### config.mk
export PLATFORM = sky130hd
export DESIGN_NAME = decode_stage
export DESIGN_NICKNAME = d
export VERILOG_FILES = /design/src/rtl/decode_stage.sv
export SDC_FILE = /design/constraint.sdc
export NUM_CORES = 1
export LEC_CHECK = 0
export BUFFER_PORTS_ARGS = -buffer_cell sky130_fd_sc_hd__buf_2
export CORE_ASPECT_RATIO = 0.8
export CORE_MARGIN = 10
export CORE_UTILIZATION = 55
export CTS_CLUSTER_DIAMETER = 100
export DETAILED_ROUTE_END_ITERATION = 12
export GPL_TIMING_DRIVEN = 0
export PLACE_DENSITY = 0.8
export SYNTH_ARGS = -nofsm -noshare
export SYNTH_HDL_FRONTEND = slang
export SYNTH_SLANG_ARGS = --single-unit
export TNS_END_PERCENT = 20
### constraint.sdc
create_clock -name clk -period 2 [get_ports clk]
set_input_delay 0.4 -clock clk [delete_from_list [all_inputs] [get_ports clk]]
set_output_delay 0.4 -clock clk [all_outputs]
set_load 0.02 [all_outputs]
### src/rtl/decode_stage.sv
// RV32I/RV64I decode stage: decodes on the input side and stores decoded entries in a MAIN + SKID pair.
// Optional build macro DECODE_ILLEGAL_CHECK_EN drives out_illegal for unrecognised encodings.
module decode_stage #(
   parameter int XLEN = 32,
   parameter int PC_W = 32
) (
   input  logic              clk,
   input  logic              reset_n,
   input  logic              flush,
   input  logic              in_valid,
   output logic              in_ready,
   input  logic [31:0]       in_instr,
   input  logic [PC_W-1:0]   in_pc,
   output logic              out_valid,
   input  logic              out_ready,
   output logic [PC_W-1:0]   out_pc,
   output logic [6:0]        out_opcode,
   output logic [2:0]        out_funct3,
   output logic [6:0]        out_funct7,
   output logic [4:0]        out_rd,
   output logic [4:0]        out_rs1,
   output logic [4:0]        out_rs2,
   output logic [XLEN-1:0]   out_imm,
   output logic              out_illegal
);

   localparam logic [6:0] OP_R     = 7'b0110011;
   localparam logic [6:0] OP_ILOG  = 7'b0010011;
   localparam logic [6:0] OP_LOAD  = 7'b0000011;
   localparam logic [6:0] OP_JALR  = 7'b1100111;
   localparam logic [6:0] OP_S     = 7'b0100011;
   localparam logic [6:0] OP_B     = 7'b1100011;
   localparam logic [6:0] OP_J     = 7'b1101111;
   localparam logic [6:0] OP_AUIPC = 7'b0010111;
   localparam logic [6:0] OP_LUI   = 7'b0110111;

`ifdef DECODE_ILLEGAL_CHECK_EN
   localparam logic ILL_EN = 1'b1;
`else
   localparam logic ILL_EN = 1'b0;
`endif

   typedef struct packed {
      logic [PC_W-1:0] pc;
      logic [6:0]      opcode;
      logic [2:0]      funct3;
      logic [6:0]      funct7;
      logic [4:0]      rd;
      logic [4:0]      rs1;
      logic [4:0]      rs2;
      logic [XLEN-1:0] imm;
      logic            illegal;
   } entry_t;

   // Every recognised opcode ends in 2'b11, so an opcode miss also covers instr[1:0] != 2'b11.
   function automatic entry_t decode(input logic [31:0] instr, input logic [PC_W-1:0] pc);
      entry_t      e;
      logic [31:0] imm32;
      e       = '0;
      imm32   = 32'd0;
      e.pc    = pc;
      case (instr[6:0])
         OP_R: begin
            e.opcode = instr[6:0];   e.funct3 = instr[14:12]; e.funct7 = instr[31:25];
            e.rd     = instr[11:7];  e.rs1    = instr[19:15]; e.rs2    = instr[24:20];
         end
         OP_ILOG: begin
            e.opcode = instr[6:0];   e.funct3 = instr[14:12]; e.funct7 = instr[31:25];
            e.rd     = instr[11:7];  e.rs1    = instr[19:15];
            imm32    = {{20{instr[31]}}, instr[31:20]};
         end
         OP_LOAD, OP_JALR: begin
            e.opcode = instr[6:0];   e.funct3 = instr[14:12];
            e.rd     = instr[11:7];  e.rs1    = instr[19:15];
            imm32    = {{20{instr[31]}}, instr[31:20]};
         end
         OP_S: begin
            e.opcode = instr[6:0];   e.funct3 = instr[14:12];
            e.rs1    = instr[19:15]; e.rs2    = instr[24:20];
            imm32    = {{20{instr[31]}}, instr[31:25], instr[11:7]};
         end
         OP_B: begin
            e.opcode = instr[6:0];   e.funct3 = instr[14:12];
            e.rs1    = instr[19:15]; e.rs2    = instr[24:20];
            imm32    = {{19{instr[31]}}, instr[31], instr[7], instr[30:25], instr[11:8], 1'b0};
         end
         OP_J: begin
            e.opcode = instr[6:0];   e.rd     = instr[11:7];
            imm32    = {{11{instr[31]}}, instr[31], instr[19:12], instr[20], instr[30:21], 1'b0};
         end
         OP_AUIPC, OP_LUI: begin
            e.opcode = instr[6:0];   e.rd     = instr[11:7];
            imm32    = {instr[31:12], 12'd0};
         end
         default: begin
            e.illegal = ILL_EN;
         end
      endcase
      e.imm = XLEN'($signed(imm32));
      return e;
   endfunction

   entry_t main_q, main_d, skid_q, skid_d, dec_s;
   logic   main_valid_q, main_valid_d, skid_valid_q, skid_valid_d;
   logic   accept_s;

   // Skid buffer next-state; SKID is only refilled while MAIN is stalled, so it can never be
   // the MAIN source and also capture a new input in the same cycle.
   always_comb begin
      accept_s     = in_valid && !skid_valid_q;
      dec_s        = decode(in_instr, in_pc);
      main_d       = main_q;
      main_valid_d = main_valid_q;
      skid_d       = skid_q;
      skid_valid_d = skid_valid_q;
      if (flush) begin
         main_valid_d = 1'b0;
         skid_valid_d = 1'b0;
      end else if (!main_valid_q || out_ready) begin
         if (skid_valid_q) begin
            main_d       = skid_q;
            main_valid_d = 1'b1;
         end else if (accept_s) begin
            main_d       = dec_s;
            main_valid_d = 1'b1;
         end else begin
            main_valid_d = 1'b0;
         end
         skid_valid_d = 1'b0;
      end else begin
         if (accept_s) begin
            skid_d       = dec_s;
            skid_valid_d = 1'b1;
         end else begin
            skid_valid_d = skid_valid_q;
         end
      end
   end

   // Entry storage with asynchronous clear.
   always_ff @(posedge clk or negedge reset_n) begin
      if (!reset_n) begin
         main_q       <= '0;
         main_valid_q <= 1'b0;
         skid_q       <= '0;
         skid_valid_q <= 1'b0;
      end else begin
         main_q       <= main_d;
         main_valid_q <= main_valid_d;
         skid_q       <= skid_d;
         skid_valid_q <= skid_valid_d;
      end
   end

   assign in_ready    = !skid_valid_q;
   assign out_valid   = main_valid_q;
   assign out_pc      = main_q.pc;
   assign out_opcode  = main_q.opcode;
   assign out_funct3  = main_q.funct3;
   assign out_funct7  = main_q.funct7;
   assign out_rd      = main_q.rd;
   assign out_rs1     = main_q.rs1;
   assign out_rs2     = main_q.rs2;
   assign out_imm     = main_q.imm;
   assign out_illegal = main_q.illegal;

endmodule

==> flow_summary.ini, run 1 <==
[detailed_routing]
viasPerCell = 5.834
drcViolationCount = 0
drt_wl_total_mm = 25.39
vias = 7363
antenna_left = 0
wire_per_inst_um = 20.12
drtPass1Iterations = 5
drt_iter0_markers = 801

[layout]
fillCellCount = 1207
fin_nets = 1106
drive_above_1_share = 0.2467
multiInputGateArea_mm2 = 0.003317
final_area_mm2 = 0.01031
synthToLayoutAreaGrowth_pct = 20.21
final_core_util = 0.6798
area.sequential_mm2 = 0.004855

[grt]
grt_pass1_vias = 7332
overflow = 0
grt_pass1_wl_mm = 40.52
grt.total_usage = 0.2386
grt_start_max_net_pins = 113
antenna_found_initial = 3

[yosys]
synth_xor_area_frac = 0
synth_enable_flop_cells = 0
synth_top_family_by_area = compound AO/OA/AOI/OAI gates
synth_ff_type = dfrtp_1
yosys.area.top_type = dfrtp_1
synth_mux_area_frac = 0.03983
syn_inst = 853
yosysWarnings = 0
synth_area_mm2 = 0.008576
yosysTopAreaCellShare = 0.5661
ys_ff_latch = 194
syn_avg_cell_area_um2 = 10.05
synthTopCellsByArea = dfrtp_1, nand2_1, mux2i_1
ys_seq_area_frac = 0.5661
synthDistinctLibCells = 54
synthAdderAreaFrac = 0
syn-num-nets = 922
synthArstFlopShare = 1.000
synth-simple-area-share = 0.1666
synth_compound_area_frac = 0.1789

[timing]
finalCritPeriodShare = 0.9657
drv_slew = 0
period_needed_ps = 1931
fin_skew_ps = 6.901
relSlewSlack = 0.4797
rsz0062_at_grt = yes
max_freq_mhz = 517.7
setup_violations = 0
tns_ps = 0
finalHoldViolations = 0
tightest_slew_ps = 780.4

[setup_path]
r2r_end = skid_q[86]$_DFFE_PN0P_
worstPathCellList = buf_4 -> nor3b_2 -> nand2_1 -> clkbuf_2 -> clkbuf_1 -> nand2_1 -> nand2_1
criticalPathCategory = reg -> reg
slowest_stage = dfrtp_1
cp-start-kind = register
rr_worst_depth = 7
reg2reg_from = skid_valid_q$_DFFE_PN0P_
arrival_ps = 2260
cpMostUsedCell = nand2_1
cp_max_fo = 10
path_buf_inv = 3
rrSetupSlack_ps = 70
max_stage_delay_ps = 360
crit_required_ps = 2330
endpoint_kind = register
critical-path-top-delay-family = buffers and inverters

[floorplan]
start_util = 0.5655
placementRows = 40
die_h_um = 131.7
die_area_mm2 = 0.02102
core_mm2 = 0.01516
die_w_um = 159.6
io_pins = 168

[pwr]
cellLeakagePower_uw = 0.005054
power.total_uw = 9566
ir_worst_vdd_v = 0.0006520
powerDensity_mw_per_mm2 = 927.9

[cts]
cts_tree = done
h-tree-depth = 4
cts.path.max_buffers = 2
root_buffer = clkbuf_16
clock_latency_ps = 430
cts.sinks = 194
clk_pin_slew_ps = 70
cts_buffers = 17

[placement]
io_buffers = 162
place_hpwl_mm = 18.18
dpl-instance-area_mm2 = 0.009687
routabilityCongestion = 0.9643

[hold_path]
min_to = skid_q[76]$_DFFE_PN0P_
min_path_cells = 3
hp-start = in_pc[11]
min_path_type = in -> reg

[run]
maxCapViolCount = 0

[status]
status = complete, no violations
flip-flops by register name, indices dropped and copies added, names as in the netlist:
register      flops
skid_valid_q      1
out_pc           32
out_funct7        7
out_opcode        7
skid_q           96
out_rs1           5
out_valid         1
out_rs2           5
out_rd            5
out_funct3        3
out_imm          32
area by class of cell:
class,count,share of cell area
Sequential cell,194,0.4709
Multi-Input combinational cell,577,0.3218
Timing Repair Buffer,166,0.08472
Clock buffer,22,0.04503
Buffer,64,0.03471
Tap cell,210,0.02549
Clock inverter,10,0.01056
Inverter,17,0.006311
Antenna cell,2,0.0004855
layout by cell type (no fill, tap or decap), types with 21 or more instances in the layout:
master    instances
a21oi_1          48
buf_2           179
o21ai_0          48
a22o_1           24
dfrtp_1         194
a221o_1          21
nand2_1         185
nor2_1           55
mux2i_1          33
clkbuf_1         25
where the power goes:
| part | total (µW) | internal (µW) | switching, µW |
|---|---|---|---|
| combinational | 1580 | 545 | 1040 |
| sequential | 4630 | 4380 | 253 |
| clock | 3350 | 1900 | 1450 |
| total | 9570 | 6820 | 2740 |
routing by layer:
metal | vias to the layer above | routed length, µm | part of all wire | track usage
met4 | 2 | 456 | 0.018 | 0.07194
met5 | - | 7 | 0.00028 | 0
met1 | 3592 | 10530 | 0.41 | 0.3206
li1 | 3364 | - | - | -
met2 | 361 | 11630 | 0.46 | 0.3604
met3 | 44 | 2762 | 0.11 | 0.07740
timing repair:
action | in CTS | in global routing
hold endpoints to repair | 82 | 0
hold buffers | 1 | 0
buffers inserted | 0 | 2
gates resized for setup | 4 | 9
setup endpoints to repair | 49 | 42
gates cloned | 0 | 0
pin swaps | 1 | 1
worst max path at each step:
stage / slack (ps) / startpoint / to / cells past startpoint
after floorplan: 190 / out_valid$_DFFE_PN0N_ / out_rs1[0]$_DFFE_PN0P_ / 6
after global placement: -2610 / reset_n / out_rs1[4]$_DFFE_PN0P_ / 1
after detailed placement: -190 / flush / skid_q[86]$_DFFE_PN0P_ / 7
after CTS: 1 / out_valid$_DFFE_PN0N_ / out_imm[31]$_DFFE_PN0P_ / 7
after global routing: -40 / out_valid$_DFFE_PN0N_ / skid_q[80]$_DFFE_PN0P_ / 7
final: 70 / skid_valid_q$_DFFE_PN0P_ / skid_q[86]$_DFFE_PN0P_ / 7
metrics by stage:
stage / setup WS [ps] / cells / hold slack, ps
2_1_floorplan: 193.0 / 853 / 104.4
3_3_place_gp: -2605 / 1225 / 449.0
3_5_place_dp: -189.1 / 1226 / 434.8
4_1_cts: 1.029 / 1258 / 163.7
5_1_grt: -43.71 / 1260 / 171.3
6_report: 68.54 / 1262 / 169.5
worst reg2reg max path: cells and delay by family (launching register included):
kind / cells / cell delay [ps]
DFF: 1 / 360
buffers and inverters: 3 / 780
and+or+nand+nor: 4 / 680
kinds of logic (layout without fill, tap and decap cells):
kind of cell / after synthesis / count (layout)
AO/OA/AOI/OAI: 222 / 222
buffers and inverters: 82 / 279
flip-flops: 194 / 194
multiplexers: 34 / 34
other: 1 / 3
AND/OR/NAND/NOR: 320 / 320
Yosys cell counts, types with 9 or more instances:
master,n
and3_1,14
nor2_1,55
a221oi_1,9
a221o_1,21
a22o_1,24
buf_4,13
o21ai_0,48
inv_1,16
mux2i_1,33
nand3_1,19
buf_2,21
o211ai_1,20
nor3_1,15
a21oi_1,48
dfrtp_1,194
nand2_1,185
clkbuf_1,27
a211oi_1,11
(Power assumes the default switching activity.)
==> inputs of run 2 (changes only) <==
--- a/config.mk
+++ b/config.mk
@@ -6,13 +6,16 @@
 export NUM_CORES = 1
 export LEC_CHECK = 0
 export BUFFER_PORTS_ARGS = -buffer_cell sky130_fd_sc_hd__buf_2
+export CELL_PAD_IN_SITES_DETAIL_PLACEMENT = 0
+export CELL_PAD_IN_SITES_GLOBAL_PLACEMENT = 1
 export CORE_ASPECT_RATIO = 0.8
 export CORE_MARGIN = 10
-export CORE_UTILIZATION = 55
+export CORE_UTILIZATION = 44
+export CTS_BUF_LIST = sky130_fd_sc_hd__clkbuf_4 sky130_fd_sc_hd__clkbuf_8
 export CTS_CLUSTER_DIAMETER = 100
 export DETAILED_ROUTE_END_ITERATION = 12
 export GPL_TIMING_DRIVEN = 0
-export PLACE_DENSITY = 0.8
+export PLACE_DENSITY_LB_ADDON = 0.1
 export SYNTH_ARGS = -nofsm -noshare
 export SYNTH_HDL_FRONTEND = slang
 export SYNTH_SLANG_ARGS = --single-unit
==> run 2 against run 1 <==
Non-clock buffer count down 2. Setup slack worse by 26 ps. Via count down 2.6%. Global-route usage down 2.9 points. Count of clock-buffer cells in the layout down 3. Sequential power about the same. Flip-flop and latch count unchanged. Largest power group unchanged. Maximum frequency down 1.3%. First-iteration DRC count down 9.2%. Critical path depth unchanged.
==> flow_summary.ini, run 2 (synthesized netlist as in run 1, its figures left out) <==
[timing]
max_freq_mhz = 510.8
setup_violations = 0
timing.hold.ws_ps = 126.3
period_needed_ps = 1958
fin_skew_ps = 18.50
relSlewSlack = 0.4408
rsz0062_at_grt = yes
finalHoldViolations = 0
tightest_slew_ps = 838.8
finalCritPeriodShare = 0.9789
drv_slew = 0

[grt]
antenna_found_initial = 1
grt_start_max_net_pins = 111
grt_pass1_vias = 6987
grt.total_usage = 0.2093
overflow = 0
grt_pass1_wl_mm = 41.32

[status]
status = complete, no violations

[pwr]
powerDensity_mw_per_mm2 = 876.4
switchingPower_uw = 2740
power.share.sequential = 0.516
p_comb_frac = 0.176
cellLeakagePower_uw = 0.004990
swShare = 0.3061
cellInternalPower_uw = 6210
clockPowerShare = 0.308
ir_worst_vdd_v = 0.0004625

[cts]
cts_buffers = 17
clk_pin_slew_ps = 110
root_buffer = clkbuf_8
clock_latency_ps = 470
h-tree-depth = 4
cts.path.max_buffers = 2
cts.sinks = 194
cts_tree = done

[setup_path]
crit_required_ps = 2330
rrSetupSlack_ps = 40
reg2reg_from = out_valid$_DFFE_PN0N_
cp-start-kind = register
crit_end = out_rd[2]$_DFFE_PN0P_
endpoint_kind = register
cp_max_fo = 10
max_stage_delay_ps = 430
arrival_ps = 2290
slowest_stage = dfrtp_1
worstPathCellList = nor2b_1 -> buf_6 -> or3_4 -> buf_6 -> clkbuf_2 -> a21oi_1 -> o22ai_1
r2r_end = out_rd[2]$_DFFE_PN0P_
path_buf_inv = 3
criticalPathCategory = reg -> reg
rr_worst_depth = 7
crit_cells = 7
critical-path-top-delay-family = buffers and inverters
cpMostUsedCell = buf_6
startpoint = out_valid$_DFFE_PN0N_

[layout]
final_area_mm2 = 0.01021
antenna-diode-count = 0
fillCellCount = 1835
regMostFlops = skid_q
final_common_cell = dfrtp_1
stdcell_count = 1306
synthToLayoutAreaGrowth_pct = 19.08
fin_nets = 1104
most-common-layout-cells = dfrtp_1, nand2_1, buf_2, nor2_1, o21ai_0
largest_reg_flops = 96
drive_above_1_share = 0.2519

[placement]
io_buffers = 162
dp.cells = 1274
routabilityCongestion = 0.8555
place_hpwl_mm = 19.44
dpl-instance-area_mm2 = 0.009747

[detailed_routing]
drt_wl_total_mm = 26.76
vias = 7172
wire_per_inst_um = 20.49
viasPerCell = 5.492
drcViolationCount = 0
drt_iter0_markers = 727
drtPass1Iterations = 5
antenna_left = 0

[floorplan]
core_mm2 = 0.01909
io_pins = 168
die_area_mm2 = 0.02551
die_h_um = 144.9
die_w_um = 176.1
start_util = 0.4493
placementRows = 45

[run]
maxCapViolCount = 0

[hold_path]
min_path_type = in -> reg
[run 2: changes by cell type in the layout (fill, tap and decap cells not counted), sizes merged]
cell / before / now
bufinv: 2 / 3
clkinvlp: 2 / 1
clkinv: 7 / 4
diode: 2 / 0
clkbuf: 49 / 45
buf: 202 / 201
inv: 16 / 22
[run 2: worst register-to-register path, cell delays in order, from the launching register on]
cell and delay, ps:
dfrtp_1 430, nor2b_1 150, buf_6 140, or3_4 390, buf_6 160, clkbuf_2 250, a21oi_1 220, o22ai_1 90
[run 2: worst min path at each step]
stage / from / endpoint / slack, ps / depth (start not counted)
6_report: in_pc[4] / skid_q[69]$_DFFE_PN0P_ / 130 / 3
4_1_cts: in_pc[1] / skid_q[66]$_DFFE_PN0P_ / 100 / 3
3_5_place_dp: reset_n / out_rs1[2]$_DFFE_PN0P_ / 440 / 1
5_1_grt: in_pc[2] / skid_q[67]$_DFFE_PN0P_ / 110 / 3
3_3_place_gp: out_opcode[4]$_DFFE_PN0P_ / out_opcode[4]$_DFFE_PN0P_ / 450 / 2
2_1_floorplan: reset_n / out_funct3[0]$_DFFE_PN0P_ / 100 / 0
[run 2: per-layer routing]
metal,global-route usage,routed length (µm),up-vias
li1,-,-,3363
met1,0.2979,12500,3535
met2,0.3068,11730,251
met3,0.06344,2241,21
met4,0.04497,272,2
met5,0,13,-
[run 2: repair_timing]
action	in CTS	in global routing
cloned	0	0
pin swaps	0	1
buffers inserted	0	1
gates resized for setup	7	17
endpoints found under the hold margin	84	0
endpoints found under the setup margin	87	92
hold buffers	1	0
[run 2: final cells by class]
cell class              count  area [µm²]  share of cell area
inverters                  17       65.06            0.006371
plain buffers              63       366.6             0.03590
clock inverters            13       172.7             0.01691
clock buffers              19       249.0             0.02438
flip-flops and latches    194        4855              0.4754
multi-input cells         577        3316              0.3247
repair buffers            165       865.8             0.08478
well taps                 258       322.8             0.03161
[run 2: per-stage QoR]
| stage | setup WS, ps | util | TNS, ps | power, µW |
|---|---|---|---|---|
| floorplan | 193.0 | - | 0 | 5569 |
| global placement | -2828 | 0.5087 | -556080 | 6246 |
| detailed placement | -305.9 | 0.5107 | -16260 | 6281 |
| CTS | -97.72 | 0.5336 | -159.2 | 9031 |
| global route | -15.54 | 0.5350 | -57.20 | 9387 |
| finish | 42.27 | 0.5350 | 0 | 8950 |
[run 2: power groups by stage]
stage	registers (µW)	logic, µW	clock network [µW]
floorplan	4960	605	0
global placement	4690	1560	0
detailed placement	4690	1590	0
CTS	4610	1600	2820
global route	4680	1750	2960
finish	4620	1580	2760
